[config.mk]
export PLATFORM = sky130hd
export DESIGN_NAME = posit_div_sched
export DESIGN_NICKNAME = d
export VERILOG_FILES = /design/src/rtl/posit_div_sched_pkg.sv /design/src/rtl/posit_div_tagpipe.sv /design/src/rtl/posit_div_sched.sv
export SDC_FILE = /design/constraint.sdc
export NUM_CORES = 1
export LEC_CHECK = 0
export CAP_MARGIN = 40
export CORE_AREA = 4 4 123 155
export DETAILED_ROUTE_END_ITERATION = 8
export DIE_AREA = 0 0 127 159
export HOLD_SLACK_MARGIN = 0.06
export PLACE_DENSITY = 0.86
export SLEW_MARGIN = 10
export SYNTH_ARGS = -nofsm -noshare
export SYNTH_HDL_FRONTEND = slang
export SYNTH_HIERARCHICAL = 1
export SYNTH_SLANG_ARGS = --single-unit
[constraint.sdc]
create_clock -name clk -period 3.7 [get_ports clk]
set_input_delay 0.37 -clock clk [delete_from_list [all_inputs] [get_ports clk]]
set_output_delay 0.37 -clock clk [all_outputs]
set_load 0.01 [all_outputs]
[src/rtl/posit_div_sched_pkg.sv]
// Shared constants and tag type for the two-requester posit divider scheduler.
package posit_div_sched_pkg;
    localparam int DIV_N    = 32;
    localparam int DIV_ES   = 6;
    localparam int DIV_LAT  = 12;
    localparam int DIV_CNTW = 5;

    localparam logic REQ0 = 1'b0;
    localparam logic REQ1 = 1'b1;

    typedef struct packed {
        logic valid;
        logic id;
    } tag_t;
endpackage

[src/rtl/posit_div_tagpipe.sv]
// Shift register carrying {valid, id} alongside the divider pipeline.
module posit_div_tagpipe
    import posit_div_sched_pkg::*;
#(
    parameter int DEPTH = DIV_LAT + 1
) (
    input  logic clk,
    input  logic rst,
    input  logic in_valid,
    input  logic in_id,
    output logic tail_valid,
    output logic tail_id
);
    tag_t [DEPTH-1:0] vld_pipe;

    always_ff @(posedge clk or posedge rst) begin
        if (rst) vld_pipe <= '0;
        else     vld_pipe <= {vld_pipe[DEPTH-2:0], tag_t'{valid: in_valid, id: in_id}};
    end

    assign tail_valid = vld_pipe[DEPTH-1].valid;
    assign tail_id    = vld_pipe[DEPTH-1].id;
endmodule

[src/rtl/posit_div_sched.sv]
// Round-robin sharing of one fixed-latency pipelined posit divider between two
// clients; a tag pipe routes each quotient back to the requester that issued it.
module posit_div_sched
    import posit_div_sched_pkg::*;
#(
    parameter int N    = DIV_N,
    parameter int ES   = DIV_ES,
    parameter int LAT  = DIV_LAT,
    parameter int CNTW = DIV_CNTW
) (
    input  logic         clk,
    input  logic         rst,
    input  logic         req0_valid,
    output logic         req0_ready,
    input  logic [N-1:0] req0_a,
    input  logic [N-1:0] req0_b,
    input  logic         req1_valid,
    output logic         req1_ready,
    input  logic [N-1:0] req1_a,
    input  logic [N-1:0] req1_b,
    output logic         rsp0_valid,
    output logic [N-1:0] rsp0_q,
    output logic         rsp0_inf,
    output logic         rsp0_zero,
    output logic         rsp1_valid,
    output logic [N-1:0] rsp1_q,
    output logic         rsp1_inf,
    output logic         rsp1_zero,
    output logic [N-1:0] div_in1,
    output logic [N-1:0] div_in2,
    output logic         div_start,
    input  logic [N-1:0] div_out,
    input  logic         div_inf,
    input  logic         div_zero,
    input  logic         div_done,
    output logic         busy,
    output logic         err_done
);
    if (ES >= N || LAT < 1 || LAT + 2 >= (1 << CNTW)) begin : g_bad_cfg
        $error("posit_div_sched: inconsistent N/ES/LAT/CNTW");
    end

    logic            last_grant;
    logic            gnt0, gnt1, xfer;
    logic            tail_valid, tail_id;
    logic [CNTW-1:0] cnt0, cnt1;

    // Ready is masked during reset so nothing is accepted while rst is high.
    always_comb begin
        gnt0 = 1'b0;
        gnt1 = 1'b0;
        if (!rst) begin
            if (req0_valid && req1_valid) begin
                if (last_grant == REQ1) gnt0 = 1'b1;
                else                    gnt1 = 1'b1;
            end else if (req0_valid) begin
                gnt0 = 1'b1;
            end else if (req1_valid) begin
                gnt1 = 1'b1;
            end
        end
    end

    assign req0_ready = gnt0;
    assign req1_ready = gnt1;
    assign xfer       = gnt0 | gnt1;

    always_ff @(posedge clk or posedge rst) begin
        if (rst) begin
            div_in1    <= '0;
            div_in2    <= '0;
            div_start  <= 1'b0;
            last_grant <= REQ1;
        end else if (xfer) begin
            div_in1    <= gnt1 ? req1_a : req0_a;
            div_in2    <= gnt1 ? req1_b : req0_b;
            div_start  <= 1'b1;
            last_grant <= gnt1 ? REQ1 : REQ0;
        end else begin
            div_start  <= 1'b0;
        end
    end

    posit_div_tagpipe #(.DEPTH(LAT + 1)) u_tagpipe (
        .clk        (clk),
        .rst        (rst),
        .in_valid   (xfer),
        .in_id      (gnt1 ? REQ1 : REQ0),
        .tail_valid (tail_valid),
        .tail_id    (tail_id)
    );

    // The tag pipe, not div_done, decides routing; a disagreement is only flagged.
    always_ff @(posedge clk or posedge rst) begin
        if (rst) begin
            rsp0_valid <= 1'b0;
            rsp0_q     <= '0;
            rsp0_inf   <= 1'b0;
            rsp0_zero  <= 1'b0;
            rsp1_valid <= 1'b0;
            rsp1_q     <= '0;
            rsp1_inf   <= 1'b0;
            rsp1_zero  <= 1'b0;
            err_done   <= 1'b0;
        end else begin
            rsp0_valid <= tail_valid && (tail_id == REQ0);
            rsp1_valid <= tail_valid && (tail_id == REQ1);
            if (tail_valid && tail_id == REQ0) begin
                rsp0_q    <= div_out;
                rsp0_inf  <= div_inf;
                rsp0_zero <= div_zero;
            end
            if (tail_valid && tail_id == REQ1) begin
                rsp1_q    <= div_out;
                rsp1_inf  <= div_inf;
                rsp1_zero <= div_zero;
            end
            if (div_done != tail_valid) err_done <= 1'b1;
        end
    end

    always_ff @(posedge clk or posedge rst) begin
        if (rst) begin
            cnt0 <= '0;
            cnt1 <= '0;
        end else begin
            if (gnt0 && !rsp0_valid)      cnt0 <= cnt0 + CNTW'(1);
            else if (!gnt0 && rsp0_valid) cnt0 <= cnt0 - CNTW'(1);
            if (gnt1 && !rsp1_valid)      cnt1 <= cnt1 + CNTW'(1);
            else if (!gnt1 && rsp1_valid) cnt1 <= cnt1 - CNTW'(1);
        end
    end

    assign busy = (cnt0 != '0) || (cnt1 != '0);
endmodule

==> After elaboration in Yosys (flattened, before gate mapping) <==
Index checks and enable logic that the tools add are counted.
{ "word_totals": {"romBits": 0, "latchBits": 0, "regBits": 173, "n_memories": 0, "wordCells": 81, "inputBits": 167, "mem_bits_rw": 0} }
{ "op_classes": {"magnitude_cmp": 0, "shifts": 0, "muxes": 17, "addsub": 4, "n_div": 0, "n_eq_ne": 1, "n_reduce_logical": 16, "bitwise_logic": 2, "n_mul": 0} }
{ "op_table": {"columns": ["cell", "n"], "rows": [
  ["two-way mux 32 bit", 2],
  ["two-way mux 5 bit", 4],
  ["two-way mux 1 bit", 11],
  ["adder 5 x 1 -> 5 bit, second input constant", 2],
  ["nonzero test 5 bit", 2],
  ["subtractor 5 x 1 -> 5 bit, second input constant", 2],
  ["logical AND 1 bit", 7],
  ["zero test 1 bit", 4],
  ["nonzero test 2 bit", 2],
  ["logical OR 1 bit", 1],
  ["inequality test 1 bit", 1],
  ["NOT 1 bit", 1],
  ["bitwise OR 1 bit", 1]
]} }

==> Logic depth before layout (Yosys ltp) <==
Gate-level depths: netlist of run 1.
{ "logic_depth": {"word_depth": 8, "ltp_mapped": 10, "mapped_depth_nobuf": 8} }

==> By module <==
Netlist of run 1, hierarchy kept.
{ "by_module_without_submodules": {"columns": ["module", "area_per_inst_um2", "n_inst", "cells_each"], "rows": [
  ["posit_div_sched", 6955.4, 1, 621],
  ["posit_div_tagpipe", 654.4, 1, 27]
]} }

==> Least setup slack after synthesis of run 1 <==
OpenSTA, ideal clock, no wires.
{ "synth_timing": {"kind": "input -> register", "from": "input port rst", "to": "register div_in2[0]", "t_arrival_ps": 2812, "setup_ps": 85, "setup_slack_ps": 803, "required_ps": 3615, "n_path_buf": 1, "path_stages": 4, "cell_sequence": "inv_1 buf_2 o2111ai_1 a31oi_1"} }
{ "synth_between": {"elab_chain_len": 2, "elab_cells_between_ends": 4, "cone_classes": "mux: 3; bitwise: 1"} }
{ "synth_rtl": {"columns": ["element", "line_no", "text"], "rows": [
  ["start, declared", "posit_div_sched.sv:12", "input logic rst,"],
  ["two-way mux 1 bit", "posit_div_sched.sv:52", "if (!rst) begin"],
  ["two-way mux 32 bit / bitwise OR 1 bit (equally long branches)", "posit_div_sched.sv:76, posit_div_sched.sv:66", null],
  ["end signal, assigned", "posit_div_sched.sv:76", "div_in2 <= gnt1 ? req1_b : req0_b;"],
  ["end, declared", "posit_div_sched.sv:30", "output logic [N-1:0] div_in2,"]
]} }
Parallel ways exist; a longest one is shown, timed or not.
A chain may end at the register's enable or synchronous reset.

==> Worst setup path after layout of run 1 <==
{ "layout_timing": {"from": "input port rst", "to": "register cnt0[4]"} }
{ "layout_between": {"elab_chain_len": 4, "elab_cells_between_ends": 6, "cone_classes": "mux: 2; reduce/logical: 4"} }
{ "layout_rtl": {"columns": ["element", "line_no", "text"], "rows": [
  ["two-way mux 1 bit *", "posit_div_sched.sv:52", null],
  ["zero test 1 bit", "posit_div_sched.sv:128", "else if (!gnt0 && rsp0_valid) cnt0 <= cnt0 - CNTW'(1);"],
  ["logical AND 1 bit", "posit_div_sched.sv:128", null],
  ["nonzero test 2 bit (no line)", null, null],
  ["end signal, assigned", "posit_div_sched.sv:127", "if (gnt0 && !rsp0_valid) cnt0 <= cnt0 + CNTW'(1);"],
  ["end signal, assigned", "posit_div_sched.sv:128", null],
  ["end, declared", "posit_div_sched.sv:46", "logic [CNTW-1:0] cnt0, cnt1;"]
]} }
Every way passes the cells marked *; elsewhere a longest branch is shown, timed or not.

==> results of run 1 <==
-- power breakdown --
part | internal [mW] | switching [mW] | leakage, nW | total (mW)
Combinational | 0.961 | 0.758 | 2.11 | 1.72
Sequential | 2.22 | 0.213 | 2.02 | 2.44
Clock | 0.967 | 0.830 | 0.288 | 1.80
-- layer usage --
metal | GRT usage, % | share of wire, % | vias to the layer above
met2 | 38.51 | 52 | 239
li1 | - | - | 2993
met3 | 4.966 | 5.8 | 47
met5 | 0 | 0 | -
met4 | 8.878 | 3.3 | 0
met1 | 27.07 | 39 | 3178
-- area by class of cell --
cell class | count | area, um^2
antenna | 1 | 2.502
clock buffer | 17 | 425.4
clock inverter | 15 | 171.4
fill | 1342 | 6126
inverter | 12 | 52.55
multi-input combinational | 398 | 2860
sequential | 173 | 4330
tap | 224 | 280.3
timing repair buffer | 317 | 3183
-- worst max path at each step --
stage,start,end,slack (ns)
floorplan,rst,div_in2[0]$_DFFE_PP0P_,0.80
global placement,rst,cnt0[4]$_DFFE_PP0P_,0.65
detailed placement,rst,cnt0[4]$_DFFE_PP0P_,0.52
CTS,last_grant$_DFFE_PP1P_,cnt0[4]$_DFFE_PP0P_,0.96
global route,last_grant$_DFFE_PP1P_,cnt0[4]$_DFFE_PP0P_,0.81
finish,rst,cnt0[4]$_DFFE_PP0P_,0.96
-- cells in the final DEF (no fill, tap or decap), drive strengths merged, types with 2 or more instances in the layout --
| cell | synthesis | routed |
|---|---|---|
| clkdlybuf4s50 | 0 | 304 |
| dfrtp | 172 | 172 |
| mux2 | 70 | 70 |
| o21ai | 68 | 68 |
| nor2 | 66 | 66 |
| o2111ai | 64 | 64 |
| a31oi | 64 | 64 |
| inv | 12 | 21 |
| clkbuf | 11 | 17 |
| buf | 54 | 13 |
| a21oi | 8 | 8 |
| ha | 8 | 8 |
| nand3 | 7 | 7 |
| xnor2 | 5 | 5 |
| nand2 | 5 | 5 |
| or4 | 4 | 4 |
| o211ai | 4 | 4 |
| nor3b | 4 | 4 |
| nand2b | 3 | 3 |
| clkinv | 0 | 3 |
| nor4 | 2 | 2 |
| nand3b | 2 | 2 |
| or3 | 2 | 2 |
| mux2i | 2 | 2 |
| a2111o | 2 | 2 |
| nor3 | 2 | 2 |
| fa | 2 | 2 |
| clkinvlp | 0 | 2 |
-- flip-flops by register name (all words and copies together), names as in the netlist --
name                  flops
cnt0                      5
rsp0_inf                  1
cnt1                      5
rsp0_valid                1
rsp1_valid                1
u_tagpipe/vld_pipe       24
div_in2                  32
err_done                  1
rsp0_zero                 1
rsp1_inf                  1
rsp1_zero                 1
rsp0_q                   32
div_in1                  32
last_grant                1
rsp1_q                   32
u_tagpipe/tail_id         1
div_start                 1
u_tagpipe/tail_valid      1
-- cells by family after synthesis --
| kind of cell | share of synthesized area (%) |
|---|---|
| xor gates and xnor gates | 0.5754 |
| and+or+nand+nor | 5.804 |
| DFF | 56.91 |
| muxes | 10.62 |
| adders and majority gates | 1.842 |
| buffers and inverters | 5.541 |
| AOI/OAI and AO/OA | 18.71 |
==> qor_table.md, run 1 <==
| Group | Metric | Value |
| --- | --- | --- |
| die | Area of the die | 20190 um^2 |
| synthesis | Warnings from Yosys | 6 |
| die | Core region area | 17430 um^2 |
| synthesis | Post-synth EDFFs | 0 |
| routing | Via count | 6457 |
| synthesis | Gate count of the mapped netlist | 648 |
| global routing | Pin count of the biggest net entering global routing | 134 |
| timing | Transition time of the tightest slew-check pin | 0.8123 ns |
| timing | Clock Skew | 0.01088 ns |
| global routing | GR Util All Layers | 22.35% |
| hold path | Hold-critical path depth | 0 |
| worst setup path | Slowest library cell on the worst path | sky130_fd_sc_hd__clkdlybuf4s50_1 |
| routing | Wire length after detailed routing | 22850 um |
| clock network | Hold buffers post-CTS | 0 |
| timing | Final period util | 74.01% |
| global routing | First-pass GRT wire length | 35940 um |
| worst setup path | Logic depth of the worst setup path including buffers | 8 |
| timing | Worst max-slew margin expressed relative to the limit | 45.85% |
| clock network | Master cell of the clock root buffer | sky130_fd_sc_hd__clkbuf_16 |
| synthesis | Number of synthesized register bits | 173 |
| final layout | Share of post-route cells with drive strength above 1 | 13.20% |
| clock network | Maximum root-to-sink buffer count | 2 |
| hold path | Worst min-delay path startpoint | u_tagpipe/vld_pipe[11]$_DFF_PP0_ |
| hold path | Class of the tightest hold or removal check | reg -> reg |
| worst setup path | Max stage delay on crit path | 0.57 ns |
| placed design | Minimum setup slack after placement | 0.5219 ns |
| die | Row Count | 54 |
| pwr | Power Dens Cells | 526.5 nW/um^2 |
| clock network | PostCTS Resize Cnt | 0 |
| clock network | Clock Pin Slew Worst Setup and Hold Paths | 0.07 ns |
| clock network | CTS tree | done |
| die | Die height | 159 um |
| clock network | Cts bufs inserted | 17 |
| global routing | Initial antenna violation count | 1 |
| synthesis | Most common cell in the netlist | sky130_fd_sc_hd__dfrtp_1 |
| global routing | Number of global-route vias before repair | 6504 |
| pwr | Leakage power | 4.418 nW |
| timing | RSZ-0062 raised after global routing | false |
| synthesis | Synth area leader | sky130_fd_sc_hd__dfrtp_1 |
| worst setup path | Setup slack on the worst flop-to-flop path | 0.97 ns |
| worst setup path | Worst Path Buf+Inv | 2 |
| worst setup path | Setup crit end kind | register |
| placed design | Quantity of I/O buffers inserted on ports | 305 |
| clock network | Number of H-tree branching levels | 4 |
| routing | Number of design-rule violations left by the first detailed-router iteration | 459 |
| worst setup path | Critical Path Source Type | input port |
| synthesis | Most used flip-flop cell after synthesis | sky130_fd_sc_hd__dfrtp_1 |
| timing | Number of failing hold endpoints at the final stage | 0 |
| worst setup path | Critical path start-end classification | in -> reg |
| worst setup path | Arrival @ worst endpoint | 3.03 ns |
| run status | Run status | finished, final reports clean |
| final layout | Count of non-filler cells in the finished layout | 1157 |
| worst setup path | CP Cell Sequence | clkdlybuf4s50_1, a211oi_1, ha_1, inv_1, ha_1, or4_1, o211ai_1, o211ai_1 |
| final layout | Layout area overhead | 48.57% |
| clock network | Worst skew pair latency | 0.42 ns |
| placed design | Half-perimeter wire length after detailed placement | 15980 um |
| timing | Final min period | 2.738 ns |
| synthesis | Post-synthesis cell type count | 36 |
| synthesis | Post-synthesis average cell area | 11.74 um^2 |
| global routing | Total congestion overflow after global routing | 0 |
| worst setup path | Biggest fanout along the worst timing path | 7 |
| synthesis | Commonest cells in the netlist | sky130_fd_sc_hd__dfrtp_1, sky130_fd_sc_hd__mux2_2, sky130_fd_sc_hd__nor2_1 |
| synthesis | Top area cells in the synthesized netlist | sky130_fd_sc_hd__dfrtp_1, sky130_fd_sc_hd__mux2_2, sky130_fd_sc_hd__o2111ai_1 |
| worst setup path | R2r worst-path depth | 8 |
| timing | Maximum frequency from static timing analysis | 0.3652 GHz |
| worst setup path | Kind of cell adding the most delay to the critical path | buffers and inverters |
| routing | Post-DRT Antenna Nets | 0 |
| timing | Max-slew violation count | 0 |
| timing | Setup violations, final | 0 |
| final layout | Nets@finish | 1096 |
| clock network | Clock tree sinks | 173 |
| worst setup path | Start of the worst register-to-register path | last_grant$_DFFE_PP1P_ |
| worst setup path | Required time reported for the critical path endpoint | 3.99 ns |
| placed design | GP Congestion | 0.8411 |
| synthesis | Summed instance area of the synthesized netlist | 7610 um^2 |
| synthesis | Proportion of netlist area held by the largest area contributor | 56.56% |
| job | Count of max-cap constraint violations | 0 |
| timing | TNS Setup | 0 ns |
| final layout | Final standard cell utilization of the core | 64.86% |
| die | Starting density of the core | 43.65% |
| synthesis | Share of synthesized area occupied by flip-flops and latches | 56.91% |
| timing | Worst hold-check slack | 0.3481 ns |
| die | Count of boundary I/O pins | 306 |
| clock network | Buffers inserted by post-CTS timing repair | 0 |
| placed design | Cell Count Post-Placement | 1124 |
| synthesis | Number of nets in the synthesized netlist | 825 |
| synthesis | Share of async-settable or async-resettable flops after synthesis | 100.0% |
| routing | Drt via density | 5.581 |
| final layout | Area of all placed cells without fillers | 11310 um^2 |
| timing | Worst setup slack after layout | 0.9617 ns |
| routing | DR WL/cell | 19.75 um |
| hold path | Hold path endpoint | u_tagpipe/vld_pipe[13]$_DFF_PP0_ |
| routing | Length of the first detailed-routing pass in iterations | 4 |
| die | Overall die width | 127 um |
| pwr | Peak VDD IR | 0.3500 mV |
| worst setup path | Destination of the worst register-to-register timing path | cnt0[4]$_DFFE_PP0P_ |
| placed design | Area post-placement | 10710 um^2 |
| pwr | Pwr Total | 5.952 mW |
| routing | DRC violations left | 0 |
(Power assumes the default switching activity.)
==> run 2, diff against run 1 <==
==> constraint.sdc (replaced) <==
create_clock -name clk -period 2.86 [get_ports clk]
set_input_delay 0.286 -clock clk [delete_from_list [all_inputs] [get_ports clk]]
set_output_delay 0.286 -clock clk [all_outputs]
set_load 0.01 [all_outputs]
==> run 2 against run 1 <==
  * Sequential share of layout area is 0.37 points lower
  * Non-clock buffer count grew 7
  * Critical path depth stayed put
  * Die area unchanged
  * First-iteration DRC count decreased by 4.4%
  * Sequential power grew 30%
  * Core utilization increased by 0.63 points
  * Setup slack worse by 0.61 ns
  * Combinational power grew 29%
  * Hold slack got worse by 0.12 ns
  * Clock-buffer cell count stayed put
  * Largest cell class unchanged
==> qor_table.md, run 2 (synthesis results as in run 1) <==
| Group | Metric | Value | Change |
| --- | --- | --- | --- |
| clock network | Hold buffers post-CTS | 0 | unchanged |
| global routing | GR Util All Layers | 22.12% | -0.23 points |
| placed design | Cell Count Post-Placement | 1131 | +0.62% |
| die | Core region area | 17430 um^2 | unchanged |
| die | Die height | 159 um | unchanged |
| worst setup path | Biggest fanout along the worst timing path | 7 | unchanged |
| hold path | Class of the tightest hold or removal check | in -> reg |  |
| routing | DR WL/cell | 19.24 um | -2.6% |
| routing | Length of the first detailed-routing pass in iterations | 5 | +1 |
| clock network | Worst skew pair latency | 0.42 ns | about the same |
| final layout | Final standard cell utilization of the core | 65.49% | +0.63 points |
| placed design | GP Congestion | 0.8391 | -0.24% |
| timing | Clock Skew | 0.009880 ns | -0.0009950 ns |
| clock network | Maximum root-to-sink buffer count | 2 | unchanged |
| die | Starting density of the core | 43.65% | unchanged |
| worst setup path | Max stage delay on crit path | 0.54 ns | -0.03 ns |
| die | Area of the die | 20190 um^2 | unchanged |
| final layout | Fillcell total | 1343 | +0.075% |
| run status | Run status | finished, final reports clean |  |
| final layout | Sequential cell area in the final layout | 4330 um^2 | unchanged |
| routing | Drt via density | 5.560 | -0.37% |
| job | Count of max-cap constraint violations | 0 | unchanged |
| global routing | Initial antenna violation count | 1 | unchanged |
| die | Overall die width | 127 um | unchanged |
| routing | Number of design-rule violations left by the first detailed-router iteration | 439 | -4.4% |
| clock network | Clock tree sinks | 173 | unchanged |
| clock network | Number of H-tree branching levels | 4 | unchanged |
| global routing | Pin count of the biggest net entering global routing | 80 | -40% |
| timing | Setup violations, final | 0 | unchanged |
| die | Count of boundary I/O pins | 306 | unchanged |
| routing | Post-DRT Antenna Nets | 0 | unchanged |
| timing | Max-slew violation count | 0 | unchanged |
| worst setup path | Critical Path Source Type | register |  |
| worst setup path | Arrival @ worst endpoint | 2.81 ns | -0.22 ns |
| timing | Worst hold-check slack | 0.2248 ns | -0.1233 ns |
| timing | Maximum frequency from static timing analysis | 0.3984 GHz |  |
| timing | Final period util | 87.77% |  |
| global routing | Total congestion overflow after global routing | 0 | unchanged |
| timing | TNS Setup | 0 ns | unchanged |
| final layout | Count of non-filler cells in the finished layout | 1164 | +0.61% |
| clock network | CTS tree | done |  |
| clock network | Master cell of the clock root buffer | sky130_fd_sc_hd__clkbuf_16 |  |
| final layout | Area of the multi-input gates | 2865 um^2 | +0.18% |
| worst setup path | Critical path start-end classification | reg -> reg |  |
| final layout | Commonest non-fill, non-tap cells in the layout | sky130_fd_sc_hd__clkdlybuf4s50_1, sky130_fd_sc_hd__dfrtp_1, sky130_fd_sc_hd__mux2_2 |  |
| clock network | Cts bufs inserted | 17 | unchanged |
| global routing | Number of global-route vias before repair | 6491 | -0.20% |
| worst setup path | CP Cell Sequence | inv_2, a211oi_2, ha_1, inv_1, ha_1, or4_1, o211ai_1, o211ai_1 |  |
| timing | Transition time of the tightest slew-check pin | 0.7296 ns | -0.08272 ns |
| pwr | Power Dens Cells | 674.2 nW/um^2 | +28% |
| final layout | Layout area overhead | 50.02% |  |
| timing | Worst max-slew margin expressed relative to the limit | 51.36% | +5.5 points |
| final layout | Most frequent standard cell in the layout excluding fill and tap cells | sky130_fd_sc_hd__clkdlybuf4s50_1 |  |
| routing | Via count | 6472 | +0.23% |
| placed design | Quantity of I/O buffers inserted on ports | 305 | unchanged |
| pwr | Peak VDD IR | 0.3453 mV | -1.3% |
| global routing | First-pass GRT wire length | 35620 um | -0.90% |
| routing | DRC violations left | 0 | unchanged |
| placed design | Area post-placement | 10800 um^2 | +0.89% |
| clock network | PostCTS Resize Cnt | 0 | unchanged |
| placed design | Half-perimeter wire length after detailed placement | 16070 um | +0.55% |
| die | Row Count | 54 | unchanged |
| final layout | Area of all placed cells without fillers | 11420 um^2 | +0.97% |
| pwr | Leakage power | 4.469 nW | +1.2% |
| timing | Number of failing hold endpoints at the final stage | 0 | unchanged |
| worst setup path | Setup crit end kind | register |  |
| routing | Wire length after detailed routing | 22390 um | -2.0% |
| final layout | Share of post-route cells with drive strength above 1 | 13.95% | +0.75 points |
| timing | RSZ-0062 raised after global routing | false |  |
| clock network | Buffers inserted by post-CTS timing repair | 0 | unchanged |
| clock network | Clock Pin Slew Worst Setup and Hold Paths | 0.08 ns | about the same |
| final layout | Nets@finish | 1103 | +0.64% |
| timing | Final min period | 2.510 ns |  |
| worst setup path | Required time reported for the critical path endpoint | 3.16 ns | -0.83 ns |
| worst setup path | Slowest library cell on the worst path | sky130_fd_sc_hd__dfstp_2 |  |
## run 2: stage by stage
stage,power [mW],setup WS [ns]
floorplan,4.226,0.04701
global placement,5.334,0.1915
detailed placement,5.434,0.08520
CTS,7.773,0.3535
global route,8.106,0.1884
finish,7.697,0.3497
## run 2: final timing paths
| path | start | end | slack, ns | depth (start not counted) |
|---|---|---|---|---|
| setup / recovery | last_grant$_DFFE_PP1P_ | cnt0[4]$_DFFE_PP0P_ | 0.35 | 8 |
| hold / removal | req1_valid | div_in2[6]$_DFFE_PP0P_ | 0.22 | 3 |
| setup reg to reg | last_grant$_DFFE_PP1P_ | cnt0[4]$_DFFE_PP0P_ | 0.35 | 8 |
| hold reg to reg | u_tagpipe/vld_pipe[19]$_DFF_PP0_ | u_tagpipe/vld_pipe[21]$_DFF_PP0_ | 0.35 | 0 |
| max in group asynchronous | rst | div_in1[21]$_DFFE_PP0P_ | 1.51 | 5 |
| min in group asynchronous | rst | u_tagpipe/vld_pipe[1]$_DFF_PP0_ | 0.33 | 3 |
## run 2: layer usage
layer | routed length [um] | GRT usage (%)
met5 | 0 | 0
met3 | 1708 | 6.040
met1 | 8761 | 27.14
met2 | 11080 | 36.25
met4 | 837 | 10.20
## run 2: area by class of cell
class                           instances  area share [%]
Sequential cell                       173           37.93
Timing Repair Buffer                  324           28.67
Multi-Input combinational cell        398           25.10
Clock buffer                           17           3.726
Tap cell                              224           2.455
Clock inverter                         15           1.633
Inverter                               12          0.4603
Antenna cell                            1         0.02192
## run 2: critical path, delay by kind of cell (launching register included)
| kind | cells | cell delay, ns |
|---|---|---|
| and+or+nand+nor | 1 | 0.54 |
| AOI/OAI and AO/OA | 3 | 0.49 |
| DFF | 1 | 0.54 |
| buffers and inverters | 2 | 0.18 |
| adders and majority gates | 2 | 0.64 |
## run 2: power breakdown
part           switching, mW  total [mW]  internal [mW]
Combinational          0.961        2.22           1.26
Clock                   1.12        2.32           1.19
Sequential             0.283        3.16           2.88
==> run 3, diff against run 2 <==
--- a/config.mk
+++ b/config.mk
@@ -11,6 +11,7 @@
 export DIE_AREA = 0 0 127 159
 export HOLD_SLACK_MARGIN = 0.06
 export PLACE_DENSITY = 0.86
+export RECOVER_POWER = 100
 export SLEW_MARGIN = 10
 export SYNTH_ARGS = -nofsm -noshare
 export SYNTH_HDL_FRONTEND = slang
==> run 3 against run 2 <==
  * The flow now finishes with violations (capacitance limit, slew limit)
  * Hold slack improved by 0.00064 ns
  * Routed wire length is 0.12% lower
  * Total power is 2.1% lower
  * Critical path depth is 5 lower
  * Die area did not move
  * Setup slack worse by 0.011 ns
  * Core utilization fell by 0.42 points
  * Largest power group unchanged
==> qor_table.md, run 3 (synthesis results as in run 1) <==
| Group | Metric | Value | Change |
| --- | --- | --- | --- |
| run status | Run status | finished with violations |  |
| worst setup path | Setup slack on the worst flop-to-flop path | 0.34 ns | about the same |
| final layout | Share of post-route cells with drive strength above 1 | 12.78% | -1.2 points |
| clock network | Maximum root-to-sink buffer count | 2 | unchanged |
| clock network | Cts bufs inserted | 17 | unchanged |
| pwr | Peak VDD IR | 0.3435 mV | -0.52% |
| routing | Length of the first detailed-routing pass in iterations | 5 | unchanged |
| clock network | PostCTS Resize Cnt | 0 | unchanged |
| clock network | Hold buffers post-CTS | 0 | unchanged |
| global routing | Number of global-route vias before repair | 6491 | unchanged |
| timing | Setup violations, final | 0 | unchanged |
| final layout | Sequential cell area in the final layout | 4330 um^2 | unchanged |
| timing | Final min period | 2.522 ns | +0.01135 ns |
| timing | Clock Skew | 0.01020 ns | +0.0003157 ns |
| global routing | Pin count of the biggest net entering global routing | 80 | unchanged |
| clock network | Clock Pin Slew Worst Setup and Hold Paths | 0.07 ns | about the same |
| worst setup path | Critical path start-end classification | reg -> reg |  |
| global routing | First-pass GRT wire length | 35620 um | unchanged |
| clock network | Number of H-tree branching levels | 4 | unchanged |
| timing | Final period util | 88.17% | +0.40 points |
| worst setup path | Arrival @ worst endpoint | 2.82 ns | about the same |
| final layout | Fillcell total | 1353 | +0.74% |
| hold path | Class of the tightest hold or removal check | in -> reg |  |
| timing | Transition time of the tightest slew-check pin | 1.962 ns | +1.232 ns |
| routing | Post-DRT Antenna Nets | 0 | unchanged |
| run status | Failing checks | capacitance limit, slew limit |  |
| die | Row Count | 54 | unchanged |
| final layout | Area of the multi-input gates | 2856 um^2 | -0.31% |
| clock network | Worst skew pair latency | 0.42 ns | about the same |
| worst setup path | Destination of the worst register-to-register timing path | rsp1_q[15]$_DFFE_PP0P_ |  |
| worst setup path | Critical Path Source Type | register |  |
| die | Overall die width | 127 um | unchanged |
| final layout | Most frequent standard cell in the layout excluding fill and tap cells | sky130_fd_sc_hd__dfrtp_1 |  |
| final layout | Nets@finish | 1103 | unchanged |
| clock network | Buffers inserted by post-CTS timing repair | 0 | unchanged |
| final layout | Final standard cell utilization of the core | 65.07% | -0.42 points |
| final layout | Layout area overhead | 49.06% |  |
| placed design | Half-perimeter wire length after detailed placement | 16070 um | unchanged |
| global routing | GR Util All Layers | 22.12% | unchanged |
| die | Count of boundary I/O pins | 306 | unchanged |
| die | Starting density of the core | 43.65% | unchanged |
| routing | Number of design-rule violations left by the first detailed-router iteration | 380 | -13% |
| pwr | Pwr Total | 7.536 mW | -2.1% |
| timing | Number of failing hold endpoints at the final stage | 0 | unchanged |
| clock network | CTS tree | done |  |
| routing | DRC violations left | 0 | unchanged |
| timing | TNS Setup | 0 ns | unchanged |
| die | Die height | 159 um | unchanged |
| routing | DR WL/cell | 19.21 um | -0.12% |
| global routing | Initial antenna violation count | 1 | unchanged |
| hold path | Hold path endpoint | div_in2[6]$_DFFE_PP0P_ |  |
| hold path | Worst min-delay path startpoint | req1_valid |  |
| timing | Worst max-slew margin expressed relative to the limit | -30.79% | -82 points |
| routing | Via count | 6464 | -0.12% |
| clock network | Clock tree sinks | 173 | unchanged |
| worst setup path | Start of the worst register-to-register path | u_tagpipe/tail_valid$_DFF_PP0_ |  |
| die | Area of the die | 20190 um^2 | unchanged |
| routing | Drt via density | 5.553 | -0.12% |
| global routing | Total congestion overflow after global routing | 0 | unchanged |
| timing | RSZ-0062 raised after global routing | false |  |
| final layout | Commonest non-fill, non-tap cells in the layout | sky130_fd_sc_hd__dfrtp_1, sky130_fd_sc_hd__clkdlybuf4s50_1, sky130_fd_sc_hd__dlygate4sd3_1 |  |
| worst setup path | Setup crit end kind | register |  |
| routing | Wire length after detailed routing | 22360 um | -0.12% |
| clock network | Master cell of the clock root buffer | sky130_fd_sc_hd__clkbuf_16 |  |
| pwr | Power Dens Cells | 664.3 nW/um^2 | -1.5% |
| timing | Maximum frequency from static timing analysis | 0.3966 GHz | -0.45% |
| die | Core region area | 17430 um^2 | unchanged |
| hold path | Hold-critical path depth | 3 | unchanged |
| worst setup path | Required time reported for the critical path endpoint | 3.16 ns | about the same |
| timing | Max-slew violation count | 35 | +35 |
| job | Count of max-cap constraint violations | 1 | +1 |
| worst setup path | CP startpoint | u_tagpipe/tail_valid$_DFF_PP0_ |  |
| pwr | Leakage power | 4.432 nW | -0.83% |
| worst setup path | Biggest fanout along the worst timing path | 34 | +27 |
| worst setup path | R2r worst-path depth | 3 | -5 |
| placed design | GP Congestion | 0.8391 | unchanged |
| placed design | Quantity of I/O buffers inserted on ports | 305 | unchanged |
[run 3: routing by layer]
metal / share of wire, % / track usage [%] / routed length (um) / up-vias
met5: 0 / 0 / 0 / -
met2: 50 / 36.25 / 11210 / 288
met3: 7.6 / 6.040 / 1691 / 44
met1: 39 / 27.14 / 8688 / 3121
met4: 3.5 / 10.20 / 778 / 0
li1: - / - / - / 3011
[run 3: worst max-delay path by stage]
stage / to / slack (ns) / cells after the start
3_3_place_gp: cnt1[4]$_DFFE_PP0P_ / 0.19 / 9
4_1_cts: cnt0[4]$_DFFE_PP0P_ / 0.35 / 8
2_1_floorplan: div_in2[0]$_DFFE_PP0P_ / 0.05 / 4
6_report: rsp1_q[15]$_DFFE_PP0P_ / 0.34 / 3
5_1_grt: div_in2[17]$_DFFE_PP0P_ / 0.13 / 6
3_5_place_dp: cnt1[4]$_DFFE_PP0P_ / 0.09 / 9
[run 3: worst max-delay path, stage by stage, from the launching register on]
cell,delay (ns)
sky130_fd_sc_hd__dfrtp_1,0.40
sky130_fd_sc_hd__nand2_1,0.11
sky130_fd_sc_hd__clkbuf_1,1.42
sky130_fd_sc_hd__mux2_2,0.46
[run 3: power by group]
group	internal (mW)	switching, mW
sequential	2.87	0.265
combinational	1.12	0.960
clock	1.19	1.12
total	5.19	2.34
[run 3: metrics by stage]
stage / area (um^2) / instances / hold WS, ns / setup slack (ns)
2_1_floorplan: 7615 / 648 / 0.3260 / 0.04701
3_3_place_gp: 10750 / 1129 / 0.3345 / 0.1915
3_5_place_dp: 10800 / 1131 / 0.3347 / 0.08520
4_1_cts: 11410 / 1163 / 0.2045 / 0.3535
5_1_grt: 11340 / 1164 / 0.2333 / 0.1258
6_report: 11340 / 1164 / 0.2254 / 0.3384
[run 3: area by class of cell]
class	instances	share of cell area (%)
Antenna cell	1	0.02206
Timing Repair Buffer	324	28.29
Sequential cell	173	38.18
Multi-Input combinational cell	398	25.18
Inverter	12	0.4633
Clock inverter	15	1.644
Tap cell	224	2.471
Clock buffer	17	3.750
